==> src/rtl/dmem_access.sv <==
// Memory-access stage: issues loads/stores on the data SRAM req/ack bus and registers results for writeback.
// Latency: 1 cycle for non-memory or misaligned ops; ack cycle + 1 for bus ops. Optional DMEM_ALIGN_CHECK_EN enables misalignment traps.
// Backpressure: in_ready is low while a bus op is outstanding; writeback never stalls this stage.
module dmem_access #(
    parameter int ADDR_W = 32
) (
    input  logic              clk,
    input  logic              resetn,
    input  logic              in_valid,
    output logic              in_ready,
    input  logic [3:0]        in_memtoreg,
    input  logic [3:0]        in_memwrite,
    input  logic              in_lu,
    input  logic [31:0]       in_addr,
    input  logic [31:0]       in_wdata,
    input  logic [31:0]       in_result,
    output logic              data_req,
    output logic              data_wr,
    output logic [ADDR_W-1:0] data_addr,
    output logic [3:0]        data_wstrb,
    output logic [31:0]       data_wdata,
    input  logic              data_ack,
    input  logic [31:0]       data_rdata,
    output logic              wb_valid,
    output logic [31:0]       wb_result,
    output logic [31:0]       wb_rdata,
    output logic [3:0]        wb_memtoreg,
    output logic [1:0]        wb_offset,
    output logic              wb_lu,
    output logic              wb_adel,
    output logic              wb_ades
);

    typedef enum logic {IDLE, BUSY} state_t;

    state_t      state, state_nxt;
    logic        fire, is_load, is_store, misaligned, go_bus, ack_fire;
    logic [3:0]  lane, strb;
    logic [31:0] wdat;

    logic [31:0] p_result;
    logic [3:0]  p_memtoreg;
    logic [1:0]  p_offset;
    logic        p_lu, p_store;

    assign in_ready = (state == IDLE);
    assign fire     = in_valid && in_ready;
    assign ack_fire = (state == BUSY) && data_ack;
    // A load mask wins when both masks are set; the store is dropped.
    assign is_load  = |in_memtoreg;
    assign is_store = !is_load && (|in_memwrite);
    assign lane     = is_load ? in_memtoreg : in_memwrite;

`ifdef DMEM_ALIGN_CHECK_EN
    assign misaligned = ((lane == 4'b0011) && in_addr[0]) ||
                        ((lane == 4'b1111) && (in_addr[1:0] != 2'b00));
`else
    assign misaligned = 1'b0;
`endif

    assign go_bus = (is_load || is_store) && !misaligned;

    always_comb begin
        strb = 4'b1111;
        wdat = in_wdata;
        case (in_memwrite)
            4'b0001: begin
                strb = 4'b0001 << in_addr[1:0];
                wdat = {4{in_wdata[7:0]}};
            end
            4'b0011: begin
                strb = 4'b0011 << {in_addr[1], 1'b0};
                wdat = {2{in_wdata[15:0]}};
            end
            default: begin
                strb = 4'b1111;
                wdat = in_wdata;
            end
        endcase
    end

    always_ff @(posedge clk or negedge resetn) begin
        if (!resetn) state <= IDLE;
        else         state <= state_nxt;
    end

    always_comb begin
        state_nxt = state;
        case (state)
            IDLE:    if (fire && go_bus) state_nxt = BUSY;
            BUSY:    if (data_ack)       state_nxt = IDLE;
            default: state_nxt = IDLE;
        endcase
    end

    // Bus signals are registered at accept and held untouched until the ack edge.
    always_ff @(posedge clk or negedge resetn) begin
        if (!resetn) begin
            data_req   <= 1'b0;
            data_wr    <= 1'b0;
            data_addr  <= '0;
            data_wstrb <= 4'b0000;
            data_wdata <= '0;
            p_result   <= '0;
            p_memtoreg <= 4'b0000;
            p_offset   <= 2'b00;
            p_lu       <= 1'b0;
            p_store    <= 1'b0;
        end else if (fire && go_bus) begin
            data_req   <= 1'b1;
            data_wr    <= is_store;
            data_addr  <= {in_addr[ADDR_W-1:2], 2'b00};
            data_wstrb <= is_store ? strb : 4'b0000;
            data_wdata <= is_store ? wdat : 32'h0;
            p_result   <= in_result;
            p_memtoreg <= in_memtoreg;
            p_offset   <= in_addr[1:0];
            p_lu       <= in_lu;
            p_store    <= is_store;
        end else if (ack_fire) begin
            data_req   <= 1'b0;
            data_wr    <= 1'b0;
            data_wstrb <= 4'b0000;
        end
    end

    always_ff @(posedge clk or negedge resetn) begin
        if (!resetn) begin
            wb_valid    <= 1'b0;
            wb_result   <= '0;
            wb_rdata    <= '0;
            wb_memtoreg <= 4'b0000;
            wb_offset   <= 2'b00;
            wb_lu       <= 1'b0;
            wb_adel     <= 1'b0;
            wb_ades     <= 1'b0;
        end else begin
            wb_valid <= 1'b0;
            if (fire && !go_bus) begin
                wb_valid    <= 1'b1;
                wb_result   <= in_result;
                wb_rdata    <= '0;
                wb_memtoreg <= misaligned ? 4'b0000 : in_memtoreg;
                wb_offset   <= in_addr[1:0];
                wb_lu       <= in_lu;
                wb_adel     <= is_load && misaligned;
                wb_ades     <= is_store && misaligned;
            end else if (ack_fire) begin
                wb_valid    <= 1'b1;
                wb_result   <= p_result;
                wb_rdata    <= p_store ? 32'h0 : data_rdata;
                wb_memtoreg <= p_memtoreg;
                wb_offset   <= p_offset;
                wb_lu       <= p_lu;
                wb_adel     <= 1'b0;
                wb_ades     <= 1'b0;
            end
        end
    end

endmodule

==> config.mk <==
export PLATFORM = sky130hd
export DESIGN_NAME = dmem_access
export DESIGN_NICKNAME = d
export VERILOG_FILES = /design/src/rtl/dmem_access.sv
export SDC_FILE = /design/constraint.sdc
export NUM_CORES = 1
export LEC_CHECK = 0
export ABC_AREA = 1
export BUFFER_PORTS_ARGS = -buffer_cell sky130_fd_sc_hd__buf_2
export CAP_MARGIN = 20
export CORE_MARGIN = 1
export CORE_UTILIZATION = 40
export CTS_CLUSTER_SIZE = 25
export DETAILED_ROUTE_END_ITERATION = 16
export HOLD_SLACK_MARGIN = 0.06
export PLACE_DENSITY = 0.66
export SYNTH_ARGS = -nofsm -noshare
export SYNTH_HDL_FRONTEND = slang
export SYNTH_SLANG_ARGS = --single-unit
==> constraint.sdc <==
create_clock -name clk -period 2.3 [get_ports clk]
set_input_delay 0.115 -clock clk [delete_from_list [all_inputs] [get_ports clk]]
set_output_delay 0.115 -clock clk [all_outputs]
set_load 0.02 [all_outputs]
==> flow_summary.rst, run 1 <==
.. list-table::
   :header-rows: 1

   * - Metric
     - Value
   * - Initial drt markers
     - 468
   * - Setup-failing EPs final
     - 0
   * - DR vias/cell
     - 4.62
   * - Initial antenna violation count
     - 0
   * - Ports placed on the boundary
     - 286
   * - Clock insertion delay at the later pin of the skew report
     - 0.42 ns
   * - Area added between synthesis and finish
     - 43.0%
   * - Total standard cell area after synthesis
     - 0.00816 mm^2
   * - Largest buffer count on any clock path
     - 2
   * - Final cell area excluding filler cells
     - 0.0117 mm^2
   * - Hold violation total from the final report
     - 0
   * - Clock period minus final worst setup slack
     - 1.85 ns
   * - Startpoint type of the worst setup path
     - input pin
   * - Number of cells traversed by the worst register-to-register path
     - 6
   * - Wire length of the first global-routing pass
     - 38800 um
   * - Unrepaired setup endpoints after global routing
     - false
   * - DRC violations left
     - 0
   * - Synthesized-area fraction occupied by adder cells
     - 0%
   * - Warnings, synthesis
     - 0
   * - Critical path endpoint category
     - flip-flop
   * - Number of optimization iterations in the first detailed-route pass
     - 5
   * - Distinct cell type count after synthesis
     - 20
   * - Static leakage
     - 6.87 nW
   * - CP required
     - 2.60 ns
   * - Via count
     - 7976
   * - Number of standard cells after synthesis
     - 1061
   * - Overall die height
     - 145 um
   * - Worst Setup SP
     - in_memtoreg[3]
   * - Num CTS Buffers
     - 17
   * - Largest area contributor in the netlist
     - sky130_fd_sc_hd__dfrtp_1
   * - Run status
     - complete, no violations
   * - Worst Setup Path Type
     - in2reg
   * - Per-cell routed wire length
     - 14.1 um
   * - Multiplexer share of the synthesized area
     - 0%
   * - Slew HR
     - 50.3%
   * - Avg Synthesized Cell Area
     - 7.69 um^2
   * - Overflow left after global routing
     - 0
   * - HPWL Detailed
     - 15100 um
   * - Total wire length after detailed routing
     - 24400 um
   * - Synthesis-stage register bit count
     - 181
   * - Hold Crit Start
     - in_wdata[13]
   * - Largest net degree at the start of global routing
     - 107
   * - Most area-consuming cells after synthesis
     - sky130_fd_sc_hd__dfrtp_1, sky130_fd_sc_hd__nand2_1, sky130_fd_sc_hd__nand3_1, sky130_fd_sc_hd__inv_1, sky130_fd_sc_hd__buf_2
   * - Final weighted congestion of routability-driven global placement
     - 0.886
   * - PortBufs
     - 281
   * - Worst setup path endpoint
     - data_addr[21]$_DFFE_PN0P_
   * - Fraction of the cycle the final worst path needs
     - 80.5%
   * - H-tree levels
     - 4
   * - Minimum setup slack among reg-to-reg paths
     - 0.53 ns
   * - Worst IR drop on VDD
     - 522 uV
   * - Number of max-capacitance violations reported
     - 0
   * - Global router's overall resource usage
     - 24.0%
   * - Quantity of gates resized following cts
     - 0
   * - Placeable core region
     - 0.0197 mm^2
   * - Sum of internal, switching and leakage power
     - 9.72 mW
   * - End of the worst register-to-register path
     - p_offset[0]$_DFFE_PN0P_
   * - Least-Margin Pin Slew
     - 0.746 ns
   * - Share of the yosys chip area belonging to registers
     - 55.5%
   * - Clock skew after layout
     - 0.0105 ns
   * - DIE AREA
     - 0.0210 mm^2
   * - Final setup TNS
     - 0 ns
   * - XOR/XNOR Fraction of Synth Area
     - 0%
   * - Die Wd
     - 145 um
   * - Vias in the first global route
     - 7844
   * - Proportion of layout cells with a drive suffix above 1
     - 23.3%
   * - Simple-gate portion of the synthesized area
     - 33.7%
   * - Clock sink count
     - 181
   * - Total cell area at the placement stage
     - 0.00981 mm^2
   * - Starting Density
     - 41.4%
   * - Main combinational cell family by area after synthesis
     - simple AND/OR/NAND/NOR gates
   * - Net total in the final layout
     - 1590
   * - Min-delay worst type
     - in2reg
   * - CTS tree
     - built
   * - Clk Tree Root Cell
     - sky130_fd_sc_hd__clkbuf_16
   * - Cell row count
     - 51
   * - Share of the synthesized area in the top cell type
     - 55.5%
   * - Clock-pin slew on the worst setup and hold paths
     - 0.07 ns
   * - Worst flop-to-flop path startpoint
     - state$_DFF_PN0_
   * - Max-slew violation total from the final report
     - 0
   * - Fraction of the mapped netlist area in compound gates
     - 2.19%
   * - Areal power density over the cells
     - 832 mW/mm^2
   * - Data arrival at the endpoint of the critical path
     - 2.15 ns
   * - Largest driver fanout on the critical path
     - 46
   * - Fmax
     - 540 MHz
   * - Count of nets left with antenna violations after detail routing
     - 0
synth_stat cells, drive strengths merged:
master,instances
nand2,515
dfrtp,181
nand3,137
inv,104
buf,43
o21ai,29
nor2,25
clkbuf,20
o211ai,4
clkinv,1
conb,1
nand4,1
what timing repair did:
item,CTS,global route
buffers inserted,0,0
endpoints found under the setup margin,0,0
hold buffers,129,0
endpoints found under the hold margin,344,0
worst min path at each step:
stage | to | slack, ns | cells past startpoint
after floorplan | data_addr[10]$_DFFE_PN0P_ | -0.18 | 0
after global placement | wb_rdata[4]$_DFFE_PN0P_ | 0.07 | 1
after detailed placement | wb_rdata[4]$_DFFE_PN0P_ | 0.07 | 1
after CTS | wb_rdata[15]$_DFFE_PN0P_ | 0.07 | 5
after global routing | data_wdata[13]$_DFFE_PN0P_ | 0.08 | 5
final | data_wdata[13]$_DFFE_PN0P_ | 0.09 | 5
layout make-up:
cell class                 instances  area (um^2)
fill                            1743         8040
sequential                       181         4530
multi-input combinational        715         2960
timing repair buffer             429         2890
clock buffer                      20          457
inverter                         105          394
tap                              265          332
clock inverter                    11          113
antenna                            1         2.50
worst max-delay path, stage by stage:
cell and delay (ns):
sky130_fd_sc_hd__dlygate4sd3_1 0.56, sky130_fd_sc_hd__buf_2 0.14, sky130_fd_sc_hd__nor2_1 0.20, sky130_fd_sc_hd__nand2_1 0.19, sky130_fd_sc_hd__nor2_4 0.15, sky130_fd_sc_hd__buf_4 0.22
sky130_fd_sc_hd__nor2_4 0.04, sky130_fd_sc_hd__buf_4 0.28, sky130_fd_sc_hd__nand2_1 0.16, sky130_fd_sc_hd__nand2_1 0.08
placed cells by master (no fill, tap or decap), drive strengths merged:
| cell type | n |
|---|---|
| nand2 | 515 |
| buf | 299 |
| dfrtp | 181 |
| nand3 | 137 |
| dlygate4sd3 | 129 |
| inv | 110 |
| o21ai | 29 |
| nor2 | 25 |
| clkbuf | 21 |
| o211ai | 4 |
| conb | 4 |
| clkinv | 4 |
| diode | 1 |
| nand4 | 1 |
| bufinv | 1 |
| clkinvlp | 1 |
logic make-up after synthesis:
family	count (synthesis)
buffers and inverters	168
and+or+nand+nor	678
other	1
DFF	181
AOI/OAI and AO/OA	33
registers in the layout (all words and copies together) (netlist names), 2 cells and up:
register and count:
data_addr 30, data_wdata 32, data_wstrb 4, p_memtoreg 4
p_offset 2, p_result 32, wb_memtoreg 4, wb_offset 2
wb_rdata 32, wb_result 32
layer usage:
metal	routed length [um]	track usage, %	share of wire (%)	vias to the layer above
li1	-	-	-	4002
met1	10500	29.6	43	3632
met2	11500	40.4	47	296
met3	1600	5.23	6.6	46
met4	727	10.6	3.0	0
met5	0	0	0	-
where the power goes:
group          switching, mW  leakage (nW)  total (mW)  internal (mW)
logic                   1.72          4.29        2.71          0.988
registers              0.343          2.31        4.16           3.81
clock network           1.28         0.279        2.85           1.57
stage by stage:
| step | setup slack (ns) | utilization, % | hold slack [ns] | cells |
|---|---|---|---|---|
| 6_report | 0.448 | 59.2 | 0.0853 | 1727 |
| 5_1_grt | 0.310 | 59.2 | 0.0795 | 1726 |
| 4_1_cts | 0.538 | 59.2 | 0.0689 | 1726 |
| 3_5_place_dp | 0.554 | 49.8 | 0.0703 | 1566 |
| 3_3_place_gp | 0.604 | 49.8 | 0.0724 | 1566 |
| 2_1_floorplan | 0.954 | - | -0.181 | 1064 |
No activity file was read; power rests on OpenSTA's default activity.
==> run 2, diff against run 1 <==
Clock period 2.3 ns to 1.9 ns, I/O delays scaled along.
==> flow_summary.rst, run 2 (synthesis results as in run 1) <==
.. list-table::
   :header-rows: 1

   * - Metric
     - Value
   * - Run status
     - complete, no violations (unchanged)
   * - CP required
     - 2.17 ns (was 2.60 ns)
   * - Areal power density over the cells
     - 1040 mW/mm^2 (was 832 mW/mm^2)
   * - Max-slew violation total from the final report
     - 0 (unchanged)
   * - Worst setup slack before clock tree synthesis
     - 0.343 ns (was 0.554 ns)
   * - Global router's overall resource usage
     - 23.4% (was 24.0%)
   * - DR vias/cell
     - 4.64 (was 4.62)
   * - H-tree levels
     - 4 (unchanged)
   * - Final weighted congestion of routability-driven global placement
     - 0.884 (was 0.886)
   * - Least-Margin Pin Slew
     - 0.620 ns (was 0.746 ns)
   * - Number of max-capacitance violations reported
     - 0 (unchanged)
   * - Minimum setup slack among reg-to-reg paths
     - 0.31 ns (was 0.53 ns)
   * - Data arrival at the endpoint of the critical path
     - 1.89 ns (was 2.15 ns)
   * - Clock sink count
     - 181 (unchanged)
   * - Worst Setup Slack, final
     - 0.286 ns (was 0.448 ns)
   * - Met2 track utilization from global routing
     - 40.5% (was 40.4%)
   * - Clock share of power
     - 32.8% (was 29.3%)
   * - Worst Setup Path Type
     - in2reg (unchanged)
   * - Number of optimization iterations in the first detailed-route pass
     - 5 (unchanged)
   * - Switching power as a share of total power
     - 32.5% (was 34.4%)
   * - CTS tree
     - built (unchanged)
   * - Unrepaired setup endpoints after global routing
     - false (unchanged)
   * - Top library cells by usage in the layout, fill and taps aside
     - sky130_fd_sc_hd__nand2_1, sky130_fd_sc_hd__buf_2, sky130_fd_sc_hd__dfrtp_1 (unchanged)
   * - Busiest layer in global routing
     - met2 (unchanged)
   * - Largest driver fanout on the critical path
     - 72 (was 46)
   * - Multi-input gate area in the final layout
     - 0.00296 mm^2 (unchanged)
   * - Setup-failing EPs final
     - 0 (unchanged)
   * - Clock insertion delay at the later pin of the skew report
     - 0.42 ns (about the same)
   * - Starting Density
     - 41.4% (unchanged)
   * - Critical path endpoint category
     - flip-flop (unchanged)
   * - Global-route track usage on met3
     - 4.84% (was 5.23%)
   * - Area added between synthesis and finish
     - 45.9% (was 43.0%)
   * - HPWL Detailed
     - 15500 um (was 15100 um)
   * - Met1 routing resource usage after global routing
     - 29.0% (was 29.6%)
   * - Total wire length after detailed routing
     - 24300 um (was 24400 um)
   * - WP buf/inv
     - 3 (was 4)
   * - Placed cell count
     - 1570 (was 1566)
   * - Critical Path Max Stage Delay
     - 0.55 ns (was 0.56 ns)
   * - PortBufs
     - 281 (unchanged)
   * - Clock period minus final worst setup slack
     - 1.61 ns
   * - DRC violations left
     - 0 (unchanged)
   * - Quantity of gates resized following cts
     - 0 (unchanged)
   * - Overall die height
     - 145 um (unchanged)
   * - DIE AREA
     - 0.0210 mm^2 (unchanged)
   * - Diodes inserted
     - 0 (was 1)
   * - Initial drt markers
     - 458 (was 468)
   * - Worst IR drop on VDD
     - 559 uV (was 522 uV)
   * - Clock skew after layout
     - 0.0157 ns (was 0.0105 ns)
   * - Combinational cell fraction of total power
     - 26.7% (was 27.9%)
   * - Cell row count
     - 51 (unchanged)
   * - Cell Chain, Critical Path
     - dlygate4sd3_1 > buf_2 > nor2_1 > nand2_1 > nor2_4 > nand2_2 > buf_12 > nand3_1 > o21ai_0 (was dlygate4sd3_1 > buf_2 > nor2_1 > nand2_1 > nor2_4 > buf_4 > nor2_4 > buf_4 > nand2_1 > nand2_1)
   * - Critical path's top delay family
     - buffers and inverters (unchanged)
   * - Num CTS Buffers
     - 17 (unchanged)
   * - Number of setup buffers added after CTS
     - 0 (unchanged)
   * - Static leakage
     - 6.98 nW (was 6.87 nW)
   * - Ports placed on the boundary
     - 286 (unchanged)
   * - Initial antenna violation count
     - 0 (unchanged)
   * - Overflow left after global routing
     - 0 (unchanged)
   * - Most frequent standard cell in the layout excluding fill and tap cells
     - sky130_fd_sc_hd__nand2_1 (unchanged)
   * - Largest buffer count on any clock path
     - 2 (unchanged)
   * - Net total in the final layout
     - 1597 (was 1590)
   * - Wire length of the first global-routing pass
     - 38000 um (was 38800 um)
   * - Via count
     - 8046 (was 7976)
   * - Vias in the first global route
     - 7722 (was 7844)
   * - Die Wd
     - 145 um (unchanged)
   * - Per-cell routed wire length
     - 14.0 um (was 14.1 um)
   * - Slowest-stage cell, CP
     - sky130_fd_sc_hd__dlygate4sd3_1 (unchanged)
   * - Internal power
     - 8.37 mW (was 6.37 mW)
   * - Fmax
     - 620 MHz
   * - Placeable core region
     - 0.0197 mm^2 (unchanged)
   * - Final setup TNS
     - 0 ns (unchanged)
   * - Clk Tree Root Cell
     - sky130_fd_sc_hd__clkbuf_16 (unchanged)
   * - Sum of internal, switching and leakage power
     - 12.4 mW (was 9.72 mW)
   * - Largest net degree at the start of global routing
     - 73 (was 107)
   * - Hold Buf Count CTS
     - 132 (was 129)
   * - Slew HR
     - 58.7% (was 50.3%)
   * - Proportion of layout cells with a drive suffix above 1
     - 23.5% (was 23.3%)
   * - Number of cells in the finished layout apart from fillers
     - 1734 (was 1727)
   * - Total cell area at the placement stage
     - 0.00990 mm^2 (was 0.00981 mm^2)
   * - Hold violation total from the final report
     - 0 (unchanged)
   * - Startpoint type of the worst setup path
     - input pin (unchanged)
   * - Min-delay worst type
     - in2reg (unchanged)
   * - Final cell area excluding filler cells
     - 0.0119 mm^2 (was 0.0117 mm^2)
   * - Register share of total power
     - 40.5% (was 42.8%)
   * - Fill count
     - 1729 (was 1743)
   * - Fraction of the cycle the final worst path needs
     - 84.9%
   * - Count of nets left with antenna violations after detail routing
     - 0 (unchanged)
   * - Clock-pin slew on the worst setup and hold paths
     - 0.06 ns (was 0.07 ns)
   * - Sequential cell area
     - 0.00453 mm^2 (unchanged)
   * - Power spent charging and discharging nets
     - 4.04 mW (was 3.35 mW)
-- run 2: path summary, 6_finish.rpt --
path                                                start  cells past startpoint                    endpoint
worst max-delay path                       in_memtoreg[1]                      9  wb_memtoreg[0]$_DFFE_PN0P_
worst min-delay path                       data_rdata[12]                      5    wb_rdata[12]$_DFFE_PN0P_
worst max register to register            state$_DFF_PN0_                      6   data_addr[16]$_DFFE_PN0P_
worst min register to register  data_addr[12]$_DFFE_PN0P_                      2   data_addr[12]$_DFFE_PN0P_
max in group asynchronous                          resetn                      3            p_lu$_DFFE_PN0P_
min in group asynchronous                          resetn                      2     wb_rdata[3]$_DFFE_PN0P_
-- run 2: cell type report --
| cell class | instances | area share, % |
|---|---|---|
| inverter | 105 | 3.31 |
| clock inverter | 13 | 2.03 |
| timing repair buffer | 436 | 25.3 |
| tap | 265 | 2.78 |
| multi-input combinational | 715 | 24.9 |
| sequential | 181 | 38.0 |
| clock buffer | 19 | 3.72 |
-- run 2: power by group through the flow --
stage               Sequential, mW  Clock (mW)  Combinational [mW]
detailed placement            5.09           0                3.09
finish                        5.03        4.07                3.31
global route                  5.11        4.31                3.68
CTS                           5.02        4.15                3.31
floorplan                     5.80           0                1.14
global placement              5.07           0                3.05
-- run 2: worst min-delay path, stage by stage --
cell	delay, ns
sky130_fd_sc_hd__buf_2	0.09
sky130_fd_sc_hd__nand3_1	0.10
sky130_fd_sc_hd__nand2_1	0.07
sky130_fd_sc_hd__nand2_1	0.05
sky130_fd_sc_hd__inv_1	0.04
-- run 2: metrics by stage --
| stage | util, % | hold slack (ns) |
|---|---|---|
| detailed placement | 50.2 | 0.0862 |
| global placement | 50.2 | 0.0857 |
| CTS | 60.4 | 0.0647 |
| global route | 60.4 | 0.0974 |
| finish | 60.4 | 0.0693 |
| floorplan | - | -0.201 |
-- run 2: layer usage --
metal  up-vias  wire length [um]  share of wire, %
met5         -                 0                 0
met1      3701             10400                43
met3        34              1640               6.7
met2       298             11800                49
li1       4013                 -                 -
met4         0               497               2.0
==> run 3, diff against run 2 <==
Clock period 1.9 ns to 1.62 ns, I/O delays scaled along.
==> flow_summary.rst, run 3 (synthesis results as in run 1) <==
.. list-table::
   :header-rows: 1

   * - Metric
     - Value
   * - PortBufs
     - 281 (unchanged)
   * - Ports placed on the boundary
     - 286 (unchanged)
   * - Critical path's top delay family
     - flip-flops (was buffers and inverters)
   * - Max-slew violation total from the final report
     - 0 (unchanged)
   * - Clock-pin slew on the worst setup and hold paths
     - 0.07 ns (was 0.06 ns)
   * - Unrepaired setup endpoints after global routing
     - false (unchanged)
   * - Number of max-capacitance violations reported
     - 0 (unchanged)
   * - Static leakage
     - 7.01 nW (was 6.98 nW)
   * - Minimum setup slack among reg-to-reg paths
     - 0.12 ns (was 0.31 ns)
   * - Global router's overall resource usage
     - 24.2% (was 23.4%)
   * - Fmax
     - 668 MHz
   * - Run status
     - complete, no violations (unchanged)
   * - Num CTS Buffers
     - 17 (unchanged)
   * - Die Wd
     - 145 um (unchanged)
   * - Clock period minus final worst setup slack
     - 1.50 ns
   * - Overflow left after global routing
     - 0 (unchanged)
   * - DRC violations left
     - 0 (unchanged)
   * - Final weighted congestion of routability-driven global placement
     - 0.865 (was 0.884)
   * - Cell Chain, Critical Path
     - nor2_4 > buf_4 > o21ai_4 > buf_12 > nand2_1 > o21ai_0 (was dlygate4sd3_1 > buf_2 > nor2_1 > nand2_1 > nor2_4 > nand2_2 > buf_12 > nand3_1 > o21ai_0)
   * - Multi-input gate area in the final layout
     - 0.00297 mm^2 (was 0.00296 mm^2)
   * - Placeable core region
     - 0.0197 mm^2 (unchanged)
   * - Fill count
     - 1691 (was 1729)
   * - Clock skew after layout
     - 0.0118 ns (was 0.0157 ns)
   * - DR vias/cell
     - 4.65 (was 4.64)
   * - Worst Setup Path Type
     - reg2reg (was in2reg)
   * - Total cell area at the placement stage
     - 0.00999 mm^2 (was 0.00990 mm^2)
   * - Critical Path Max Stage Delay
     - 0.45 ns (was 0.55 ns)
   * - Largest buffer count on any clock path
     - 2 (unchanged)
   * - Net total in the final layout
     - 1606 (was 1597)
   * - Areal power density over the cells
     - 1190 mW/mm^2 (was 1040 mW/mm^2)
   * - Fraction of the cycle the final worst path needs
     - 92.4%
   * - Startpoint type of the worst setup path
     - flip-flop (was input pin)
   * - Data arrival at the endpoint of the critical path
     - 1.80 ns (was 1.89 ns)
   * - Least-Margin Pin Slew
     - 0.515 ns (was 0.620 ns)
   * - DIE AREA
     - 0.0210 mm^2 (unchanged)
   * - Largest driver fanout on the critical path
     - 42 (was 72)
   * - CTS tree
     - built (unchanged)
   * - Setup-failing EPs final
     - 0 (unchanged)
   * - Slew HR
     - 65.7% (was 58.7%)
   * - Wire length of the first global-routing pass
     - 39000 um (was 38000 um)
   * - Via count
     - 8099 (was 8046)
   * - Count of nets left with antenna violations after detail routing
     - 0 (unchanged)
   * - Initial drt markers
     - 416 (was 458)
   * - Initial antenna violation count
     - 0 (unchanged)
   * - Clock sink count
     - 181 (unchanged)
   * - Clock insertion delay at the later pin of the skew report
     - 0.43 ns (was 0.42 ns)
   * - Area added between synthesis and finish
     - 47.0% (was 45.9%)
   * - CP required
     - 1.93 ns (was 2.17 ns)
   * - Hold violation total from the final report
     - 0 (unchanged)
   * - Starting Density
     - 41.4% (unchanged)
   * - Worst Setup Slack, final
     - 0.123 ns (was 0.286 ns)
   * - Final setup TNS
     - 0 ns (unchanged)
   * - H-tree levels
     - 4 (unchanged)
   * - Critical path endpoint category
     - flip-flop (unchanged)
   * - Top library cells by usage in the layout, fill and taps aside
     - sky130_fd_sc_hd__nand2_1, sky130_fd_sc_hd__buf_2, sky130_fd_sc_hd__dfrtp_1 (unchanged)
   * - Slowest-stage cell, CP
     - sky130_fd_sc_hd__dfrtp_1 (was sky130_fd_sc_hd__dlygate4sd3_1)
   * - Number of setup buffers added after CTS
     - 0 (unchanged)
   * - Vias in the first global route
     - 7891 (was 7722)
   * - Clk Tree Root Cell
     - sky130_fd_sc_hd__clkbuf_16 (unchanged)
   * - Min-delay worst type
     - in2reg (unchanged)
   * - Proportion of layout cells with a drive suffix above 1
     - 23.8% (was 23.5%)
   * - Per-cell routed wire length
     - 14.1 um (was 14.0 um)
   * - Cell row count
     - 51 (unchanged)
   * - Total wire length after detailed routing
     - 24500 um (was 24300 um)
   * - Number of optimization iterations in the first detailed-route pass
     - 5 (unchanged)
   * - Overall die height
     - 145 um (unchanged)
   * - Worst setup slack before clock tree synthesis
     - 0.130 ns (was 0.343 ns)
   * - Diodes inserted
     - 0 (unchanged)
   * - HPWL Detailed
     - 15500 um (about the same)
   * - WP buf/inv
     - 2 (was 3)
   * - Most frequent standard cell in the layout excluding fill and tap cells
     - sky130_fd_sc_hd__nand2_1 (unchanged)
   * - Final cell area excluding filler cells
     - 0.0120 mm^2 (was 0.0119 mm^2)
   * - Largest net degree at the start of global routing
     - 73 (unchanged)
   * - Worst IR drop on VDD
     - 704 uV (was 559 uV)
   * - Sequential cell area
     - 0.00453 mm^2 (unchanged)
[run 3: cell count changes in the layout (fill, tap and decap cells not counted), moves of 2 or more]
cell                            before  now
sky130_fd_sc_hd__dlygate4sd3_1     132  136
sky130_fd_sc_hd__bufinv_16           6    4
sky130_fd_sc_hd__buf_6               0    2
sky130_fd_sc_hd__buf_12              8   12
[run 3: what timing repair did]
item                                   CTS  global route
resized for setup                        0             4
setup endpoints to repair                0            31
endpoints found under the hold margin  312             0
hold buffers                           136             0
[run 3: worst paths after layout]
check | cells past startpoint | start | end
worst max register to register | 6 | state$_DFF_PN0_ | p_offset[1]$_DFFE_PN0P_
worst max-delay path | 6 | state$_DFF_PN0_ | p_offset[1]$_DFFE_PN0P_
max in group asynchronous | 3 | resetn | p_result[6]$_DFFE_PN0P_
worst min-delay path | 5 | in_wdata[9] | data_wdata[9]$_DFFE_PN0P_
worst min register to register | 2 | data_wdata[20]$_DFFE_PN0P_ | data_wdata[20]$_DFFE_PN0P_
min in group asynchronous | 2 | resetn | wb_rdata[4]$_DFFE_PN0P_
[run 3: worst reg2reg max path, cell delays in order (launching register included)]
cell and delay, ns:
sky130_fd_sc_hd__dfrtp_1 0.45, sky130_fd_sc_hd__nor2_4 0.21, sky130_fd_sc_hd__buf_4 0.25, sky130_fd_sc_hd__o21ai_4 0.13
sky130_fd_sc_hd__buf_12 0.20, sky130_fd_sc_hd__nand2_1 0.08, sky130_fd_sc_hd__o21ai_0 0.07
[run 3: report_power, final]
group          leakage (nW)  internal [mW]  switching (mW)
combinational          4.40           1.48            2.45
clock                 0.303           2.61            1.85
sequential             2.31           5.42           0.477
[run 3: routing by layer]
layer,global-route usage [%],vias to the layer above,wire [um]
li1,-,4036,-
met2,41.2,319,11800
met5,0,-,0
met1,29.6,3703,10300
met4,10.1,0,665
met3,5.23,41,1700
[run 3: area by class of cell]
cell class              count  share of cell area, %
well taps                 265                   2.76
inverters                 105                   3.29
repair buffers            445                   26.2
flip-flops and latches    181                   37.8
multi-input cells         715                   24.7
clock inverters            14                   1.67
clock buffers              18                   3.58
[run 3: stage by stage]
stage / std cells / util [%] / total power, mW / hold WS, ns
after floorplan: 1064 / - / 8.14 / -0.215
after global placement: 1575 / 50.7 / 9.56 / 0.106
after detailed placement: 1575 / 50.7 / 9.63 / 0.105
after CTS: 1743 / 60.8 / 14.4 / 0.0686
after global routing: 1743 / 60.8 / 15.1 / 0.0961
final: 1743 / 60.8 / 14.3 / 0.0962
